==> src/rtl/trdb_pkg.sv <==
// Shared packet encodings for the trace-encoder priority logic.
package trdb_pkg;

  typedef enum logic [1:0] {
    FMT_NONE = 2'b00,
    FMT_F1   = 2'b01,
    FMT_F2   = 2'b10,
    FMT_F3   = 2'b11
  } format_e;

  typedef enum logic [1:0] {
    SF_SYNC    = 2'b00,
    SF_TRAP    = 2'b01,
    SF_SUPPORT = 2'b11
  } f_sync_subformat_e;

  typedef enum logic [1:0] {
    QS_NO_CHANGE = 2'b00,
    QS_ENDED_REP = 2'b01,
    QS_ENDED_NTR = 2'b11
  } qual_status_e;

  localparam int unsigned ADDR_W = 32;
  localparam int unsigned KEEP_W = 5;

endpackage

==> src/rtl/trdb_lsb_count.sv <==
// Counts how many address bits are needed once the redundant leading sign
// bits are dropped: keep_bits = 32 - (length of the run matching bit 31).
module trdb_lsb_count
  import trdb_pkg::*;
(
  input  logic [ADDR_W-1:0] value,
  output logic [KEEP_W-1:0] keep_bits
);

  // run[i] is set while every bit from 30 down to i still matches bit 31
  logic [ADDR_W-2:0] run;

  assign run[ADDR_W-2] = (value[ADDR_W-2] == value[ADDR_W-1]);

  generate
    for (genvar gi = 0; gi < ADDR_W - 2; gi++) begin : g_run
      assign run[gi] = run[gi+1] & (value[gi] == value[ADDR_W-1]);
    end
  endgenerate

  always_comb begin
    keep_bits = 5'd31;
    for (int i = 0; i < ADDR_W - 1; i++) begin
      keep_bits = keep_bits - {4'd0, run[i]};
    end
  end

endmodule

==> src/rtl/trdb_priority.sv <==
// Decides whether the trace encoder must emit a packet this cycle, which
// format it takes, and tracks whether qualification ended on a repetition.
module trdb_priority
  import trdb_pkg::*;
(
  input  logic              clk_i,
  input  logic              rst_ni,
  input  logic              valid_i,
  input  logic              lc_exception_i,
  input  logic              lc_updiscon_i,
  input  logic              lc_final_qualified_i,
  input  logic              tc_qualified_i,
  input  logic              tc_exception_i,
  input  logic              tc_retired_i,
  input  logic              tc_first_qualified_i,
  input  logic              tc_privchange_i,
  input  logic              tc_gt_max_resync_i,
  input  logic              tc_et_max_resync_i,
  input  logic              tc_branch_map_empty_i,
  input  logic              tc_branch_map_full_i,
  input  logic              tc_enc_enabled_i,
  input  logic              tc_enc_disabled_i,
  input  logic              tc_opmode_change_i,
  input  logic              nc_exception_i,
  input  logic              nc_privchange_i,
  input  logic              nc_branch_map_empty_i,
  input  logic              nc_qualified_i,
  input  logic              nc_retired_i,
  input  logic [ADDR_W-1:0] addr_to_compress_i,
  output logic              valid_o,
  output logic [1:0]        packet_format_o,
  output logic [1:0]        packet_f_sync_subformat_o,
  output logic              thaddr_o,
  output logic              lc_tc_mux_o,
  output logic              resync_timer_rst_o,
  output logic [1:0]        qual_status_o,
  output logic [KEEP_W-1:0] keep_bits_o
);

  logic              rep_q;
  logic              rep_set;
  logic              rep_clr;
  format_e           fmt;
  f_sync_subformat_e subfmt;
  qual_status_e      qual;
  format_e           addr_fmt;
  logic              support_evt;
  logic              sync_evt;
  logic              next_break;

  // Reserved next-cycle hints, intentionally not used by the priority logic
  logic unused_reserved;
  assign unused_reserved = ^{nc_branch_map_empty_i, nc_retired_i, lc_final_qualified_i};

  assign support_evt = tc_enc_enabled_i | tc_enc_disabled_i | tc_opmode_change_i;
  assign sync_evt    = tc_first_qualified_i | tc_privchange_i
                     | (tc_et_max_resync_i & tc_branch_map_empty_i);
  assign next_break  = nc_exception_i | nc_privchange_i | ~nc_qualified_i;
  // An empty branch map needs no branch field, so the shorter F2 suffices
  assign addr_fmt    = tc_branch_map_empty_i ? FMT_F2 : FMT_F1;

  always_comb begin
    valid_o            = 1'b0;
    fmt                = FMT_NONE;
    subfmt             = SF_SYNC;
    thaddr_o           = 1'b0;
    lc_tc_mux_o        = 1'b0;
    resync_timer_rst_o = 1'b0;
    qual               = QS_NO_CHANGE;
    rep_set            = 1'b0;
    rep_clr            = 1'b0;
    if (valid_i) begin
      if (support_evt) begin
        valid_o = 1'b1;
        fmt     = FMT_F3;
        subfmt  = SF_SUPPORT;
        rep_clr = 1'b1;
        if (tc_enc_disabled_i) begin
          qual = rep_q ? QS_ENDED_REP : QS_ENDED_NTR;
        end
      end else if (tc_qualified_i) begin
        if (lc_exception_i) begin
          valid_o            = 1'b1;
          fmt                = FMT_F3;
          subfmt             = SF_TRAP;
          lc_tc_mux_o        = 1'b1;
          resync_timer_rst_o = 1'b1;
          thaddr_o           = ~(tc_exception_i & ~tc_retired_i);
        end else if (sync_evt) begin
          valid_o            = 1'b1;
          fmt                = FMT_F3;
          subfmt             = SF_SYNC;
          lc_tc_mux_o        = 1'b1;
          resync_timer_rst_o = 1'b1;
        end else if (lc_updiscon_i) begin
          valid_o     = 1'b1;
          fmt         = addr_fmt;
          lc_tc_mux_o = 1'b1;
        end else if (tc_gt_max_resync_i & ~tc_branch_map_empty_i) begin
          valid_o            = 1'b1;
          fmt                = addr_fmt;
          lc_tc_mux_o        = 1'b1;
          resync_timer_rst_o = 1'b1;
        end else if (tc_retired_i & next_break) begin
          valid_o     = 1'b1;
          fmt         = addr_fmt;
          lc_tc_mux_o = 1'b1;
          rep_set     = ~nc_qualified_i;
        end else if (tc_branch_map_full_i) begin
          valid_o = 1'b1;
          fmt     = FMT_F1;
        end
      end
    end
  end

  assign packet_format_o           = fmt;
  assign packet_f_sync_subformat_o = (fmt == FMT_F3) ? subfmt : SF_SYNC;
  assign qual_status_o             = qual;

  always_ff @(posedge clk_i or negedge rst_ni) begin
    if (!rst_ni) begin
      rep_q <= 1'b0;
    end else if (rep_clr) begin
      rep_q <= 1'b0;
    end else if (rep_set) begin
      rep_q <= 1'b1;
    end
  end

  trdb_lsb_count u_lsb_count (
    .value     (addr_to_compress_i),
    .keep_bits (keep_bits_o)
  );

endmodule

==> config.mk <==
export PLATFORM = sky130hd
export DESIGN_NAME = trdb_priority
export DESIGN_NICKNAME = d
export VERILOG_FILES = /design/src/rtl/trdb_pkg.sv /design/src/rtl/trdb_lsb_count.sv /design/src/rtl/trdb_priority.sv
export SDC_FILE = /design/constraint.sdc
export NUM_CORES = 1
export LEC_CHECK = 0
export CORE_MARGIN = 2
export CORE_UTILIZATION = 44
export DETAILED_ROUTE_END_ITERATION = 16
export MAX_ROUTING_LAYER = met4
export PLACE_DENSITY = 0.83
export REMOVE_ABC_BUFFERS = 1
export SETUP_SLACK_MARGIN = 0.02
export SLEW_MARGIN = 20
export SYNTH_ARGS = -nofsm -noshare
export SYNTH_HDL_FRONTEND = slang
export SYNTH_SLANG_ARGS = --single-unit
==> constraint.sdc <==
create_clock -name clk_i -period 15.84 [get_ports clk_i]
set_input_delay 4.752 -clock clk_i [delete_from_list [all_inputs] [get_ports clk_i]]
set_output_delay 4.752 -clock clk_i [all_outputs]
set_load 0.03 [all_outputs]
After elaboration in Yosys (flattened, before gate mapping):

Cells that the tools add are included.
W data, S select, Z words.

* register bits after elaboration: 1
* input port bits: 55
* output and inout bits: 15
* word-level logic and storage cells: 168

* $add $sub $neg: 31
* equal/unequal tests: 32
* mux-type cells: 59
* bitwise gates (word level): 44
* reductions and logical operators: 1

Operator list (number)
* $sub A5 B1 Y5: 30
* $mux W1: 43
* $and A1 B1 Y1: 34
* $mux W2: 16
* $eq A1 B1 Y1: 31
* $or A1 B1 Y1: 6
* $not A1 Y1: 4
* $sub A1 B2 Y3 const A: 1
* $eq A2 B2 Y1 const B: 1
* $reduce_bool A2 Y1: 1

Logic depth before layout (Yosys ltp):

* depth after elaboration: 62
* depth in mapped cells: 22
* depth with buffers taken out: 20

Modules after synthesis:

A second synthesis with hierarchy kept.

* cells, all modules: 211
* area, all modules: 1640.3 um2

By module, submodules not included
* trdb_lsb_count: times used 1, cells an instance 179, area an instance 1407.6 um2
* trdb_priority: times used 1, cells an instance 32, area an instance 232.7 um2

Worst setup path before layout:

OpenSTA, ideal clock, no wires.

* kind: input-to-output
* start: input addr_to_compress_i[31]
* end: output keep_bits_o[4]
* data arrival time: 10148 ps
* data required time: 11088 ps
* setup slack: 940 ps
* stages on the path: 19
* path buffers: 1
* cells stage by stage: buf_6 > or4_4 > mux2i_4 > o2111ai_2 > or3_1 > fa_1 > inv_1 > fa_1 > fa_1 > inv_1 > fa_1 > inv_1 > fa_1 > ha_1 > inv_1 > ha_1 > a21o_1 > a21oi_1 > xnor2_1

* cells in the longest elaborated chain, start to end: 62

RTL lines
* start, declared: RTL line trdb_priority.sv:29 `input logic [ADDR_W-1:0] addr_to_compress_i,`
* $eq A1 B1 Y1 (on tied branches): RTL line trdb_lsb_count.sv:13, trdb_lsb_count.sv:17
* $and A1 B1 Y1 (30 in series): RTL line trdb_lsb_count.sv:17 `assign run[gi] = run[gi+1] & (value[gi] == value[ADDR_W-1]);`
* $sub A1 B2 Y3: RTL line trdb_lsb_count.sv:24 `keep_bits = keep_bits - {4'd0, run[i]};`
* $sub A5 B1 Y5 (29 in series): RTL line trdb_lsb_count.sv:24
* $sub A5 B1 Y5 (*): RTL line trdb_lsb_count.sv:24
* end, declared: RTL line trdb_priority.sv:37 `output logic [KEEP_W-1:0] keep_bits_o`

Mark *: on every way between the ends. The rest lies on a longest branch, timed or not.

Worst setup path in the final report:

* start: input addr_to_compress_i[30]
* end: output keep_bits_o[4]

* cells in the longest elaborated chain, start to end: 62

RTL lines
* $eq A1 B1 Y1 (*): RTL line trdb_lsb_count.sv:13 `assign run[ADDR_W-2] = (value[ADDR_W-2] == value[ADDR_W-1]);`
* $and A1 B1 Y1 (30 in series): RTL line trdb_lsb_count.sv:17
* $sub A1 B2 Y3: RTL line trdb_lsb_count.sv:24
* $sub A5 B1 Y5 (29 in series): RTL line trdb_lsb_count.sv:24
* $sub A5 B1 Y5 (*): RTL line trdb_lsb_count.sv:24

Marks and branches as above.

==> flow_summary.json <==
{
  "avgSynthCellArea_um2": 7.60,
  "vias": 1755,
  "antenna_left": 0,
  "final_cell_mix": "62 x clkdlybuf4s50_1, 37 x inv_1, 29 x ha_1, 24 x nor2_1",
  "slowest_delay_ns": 0.57,
  "finalCritPeriodShare": 0.974,
  "holdWs_ns": 0.496,
  "post-route-min-period_ns": 15.43,
  "hold_viol": 0,
  "die_x_um": 64.8,
  "globalRouteOverflowTotal": 0,
  "clkTransAtPathRegs_ns": 0,
  "p_total_w": 0.0000397,
  "seq_area_frac_synth": 0.0154,
  "design_area_mm2": 0.00235,
  "grt_pass1_vias": 1696,
  "hold_start": "rep_q$_DFFE_PN0P_",
  "synthesis.area_mm2": 0.00163,
  "ys_warn_count": 0,
  "whs_path_depth": 2,
  "antenna_cells": 0,
  "hp-class": "reg -> reg",
  "setup_violations": 0,
  "synth_area_leaders": "ha_1 22%, fa_1 14%, inv_1 8.5%",
  "crit_required_ns": 11.09,
  "drt_wl_total_mm": 3.76,
  "num-fill-cells": 316,
  "via_per_inst": 5.35,
  "cp.arrival_ns": 10.68,
  "dp_slack_ns": 0.137,
  "firstDrtPassIters": 4,
  "fin_nets": 377,
  "coreArea_mm2": 0.00361,
  "antenna_found_initial": 0,
  "peakVddDrop_mv": 0.0202,
  "drt_iter0_markers": 35,
  "ys_async_sr_fraction": 1.00,
  "ys.flop_type": "dfrtp_1",
  "ys_ff_latch": 1,
  "power_density_mw_per_mm2": 16.9,
  "regMostFlops": "rep_q",
  "leakagePower_nw": 1.10,
  "layout-drive-gt1-share": 0.0571,
  "yosysTopAreaCell": "ha_1",
  "largest_register_ffs": 1,
  "slew_viol_final": 0,
  "grt_max_degree": 15,
  "yosys.area.top_type_share": 0.223,
  "slew_headroom": 0.593,
  "track_usage": 0.189,
  "area_growth_syn_to_layout_pct": 44.5,
  "path_class": "in -> out",
  "gp_congestion": 0.817,
  "setup_tns_ns": 0,
  "drcViolationCount": 0,
  "drv_cap": 0,
  "row_count": 22,
  "wl_per_cell_um": 11.5,
  "placed_cell_area_mm2": 0.00235,
  "io_pins": 70,
  "cp_max_fo": 6,
  "worst_pin_slew_ns": 0.595,
  "outcome": "complete, no violations",
  "syn_inst": 214,
  "crit_path_top_delay_cell": "or4_1",
  "rsz0062_at_grt": "no",
  "clock-skew-final_ns": 0,
  "cts_post_setup_buffers_inserted": 0,
  "top_regs": "rep_q x1",
  "startpoint": "addr_to_compress_i[30]",
  "cp-end-kind": "output pin",
  "die_y_um": 64.8,
  "fp.dieArea_mm2": 0.00420,
  "final_common_cell": "clkdlybuf4s50_1",
  "ys_types": 43,
  "dpl.hpwl_mm": 3.45,
  "path_cells": "clkdlybuf4s50_1 -> or4_1 -> nor3_2 -> o2111ai_2 -> or3_1 -> fa_1 -> inv_1 -> fa_1 -> fa_1 -> inv_1 -> fa_1 -> inv_1 -> fa_1 -> ha_1 -> inv_1 -> ha_1 -> a21o_1 -> a21oi_1 -> xnor2_1 -> buf_4",
  "io_buffers": 66,
  "cp_common_cell": "fa_1",
  "grt_pass1_wl_mm": 6.51,
  "r2r_cells": 2,
  "synth_edf_count": 0,
  "rr_startpoint": "rep_q$_DFFE_PN0P_",
  "initial_core_util": 0.451,
  "clk_latency_ns": 0,
  "ctsHoldBuffers": 0,
  "fin_ws_ns": 0.405,
  "fmax_mhz": 64.8,
  "worst_setup_path_start_kind": "input pin"
}
-- power by group --
part / internal [W] / switching (W) / total [W]
sequential: 0.00000261 / 0.00000000463 / 0.00000261
combinational: 0.0000199 / 0.0000172 / 0.0000371
clock: 0 / 0 / 0
total: 0.0000225 / 0.0000172 / 0.0000397
-- final cells by class --
class / instances / area, um2 / share of cell area
inverters: 37 / 139 / 0.0591
multi-input cells: 172 / 1440 / 0.613
flip-flops and latches: 1 / 25.0 / 0.0106
well taps: 48 / 60.1 / 0.0256
repair buffers: 70 / 686 / 0.292
-- layer usage --
layer  global-route usage  share of wire  wire, um
met1                0.227           0.45      1680
met2                0.371           0.52      1950
met3              0.00521          0.037       138
met4                    0              0         0
met5                    -              0         0
-- metrics by stage --
step / cells / utilization
5_1_grt: 328 / 0.652
3_5_place_dp: 328 / 0.651
6_report: 328 / 0.652
4_1_cts: 328 / 0.651
3_3_place_gp: 328 / 0.651
2_1_floorplan: 210 / -
-- cells by family after synthesis --
group,share of synthesized area
adders and majority gates,0.358
xor gates and xnor gates,0.0323
buffers and inverters,0.0992
AOI/OAI and AO/OA,0.204
and+or+nand+nor,0.271
DFF,0.0154
muxes,0.0200
-- worst paths after layout --
| kind | to | slack [ns] |
|---|---|---|
| max | keep_bits_o[4] | 0.41 |
| min | rep_q$_DFFE_PN0P_ | 0.50 |
| max reg2reg | rep_q$_DFFE_PN0P_ | 15.19 |
| min reg2reg | rep_q$_DFFE_PN0P_ | 0.50 |
| max in group asynchronous | rep_q$_DFFE_PN0P_ | 10.83 |
| min in group asynchronous | rep_q$_DFFE_PN0P_ | 4.91 |
-- cells in the mapped netlist, types with 4 or more instances --
cell       count
xnor2_1        6
nand2_1       10
nand4_1        5
nand3_1        7
ha_1          29
inv_1         37
a21oi_1       11
a2111oi_0      9
nor3_1         8
o2111a_1       6
o21ai_0        4
fa_1          11
nor2_1        24
nand2b_1       4
-- worst max-delay path, delay by kind of cell --
kind,cells,cell delay (ns)
xor+xnor,1,0.13
fa+ha+maj,7,3.14
buf+inv,6,0.87
simple gates,3,1.21
compound gates,3,0.57
-- what timing repair did --
action / in CTS / in global routing
gates resized for setup: 0 / 1
endpoints found under the hold margin: 0 / 0
setup endpoints to repair: 0 / 2
Note: power is estimated with default switching activity, not from simulation.
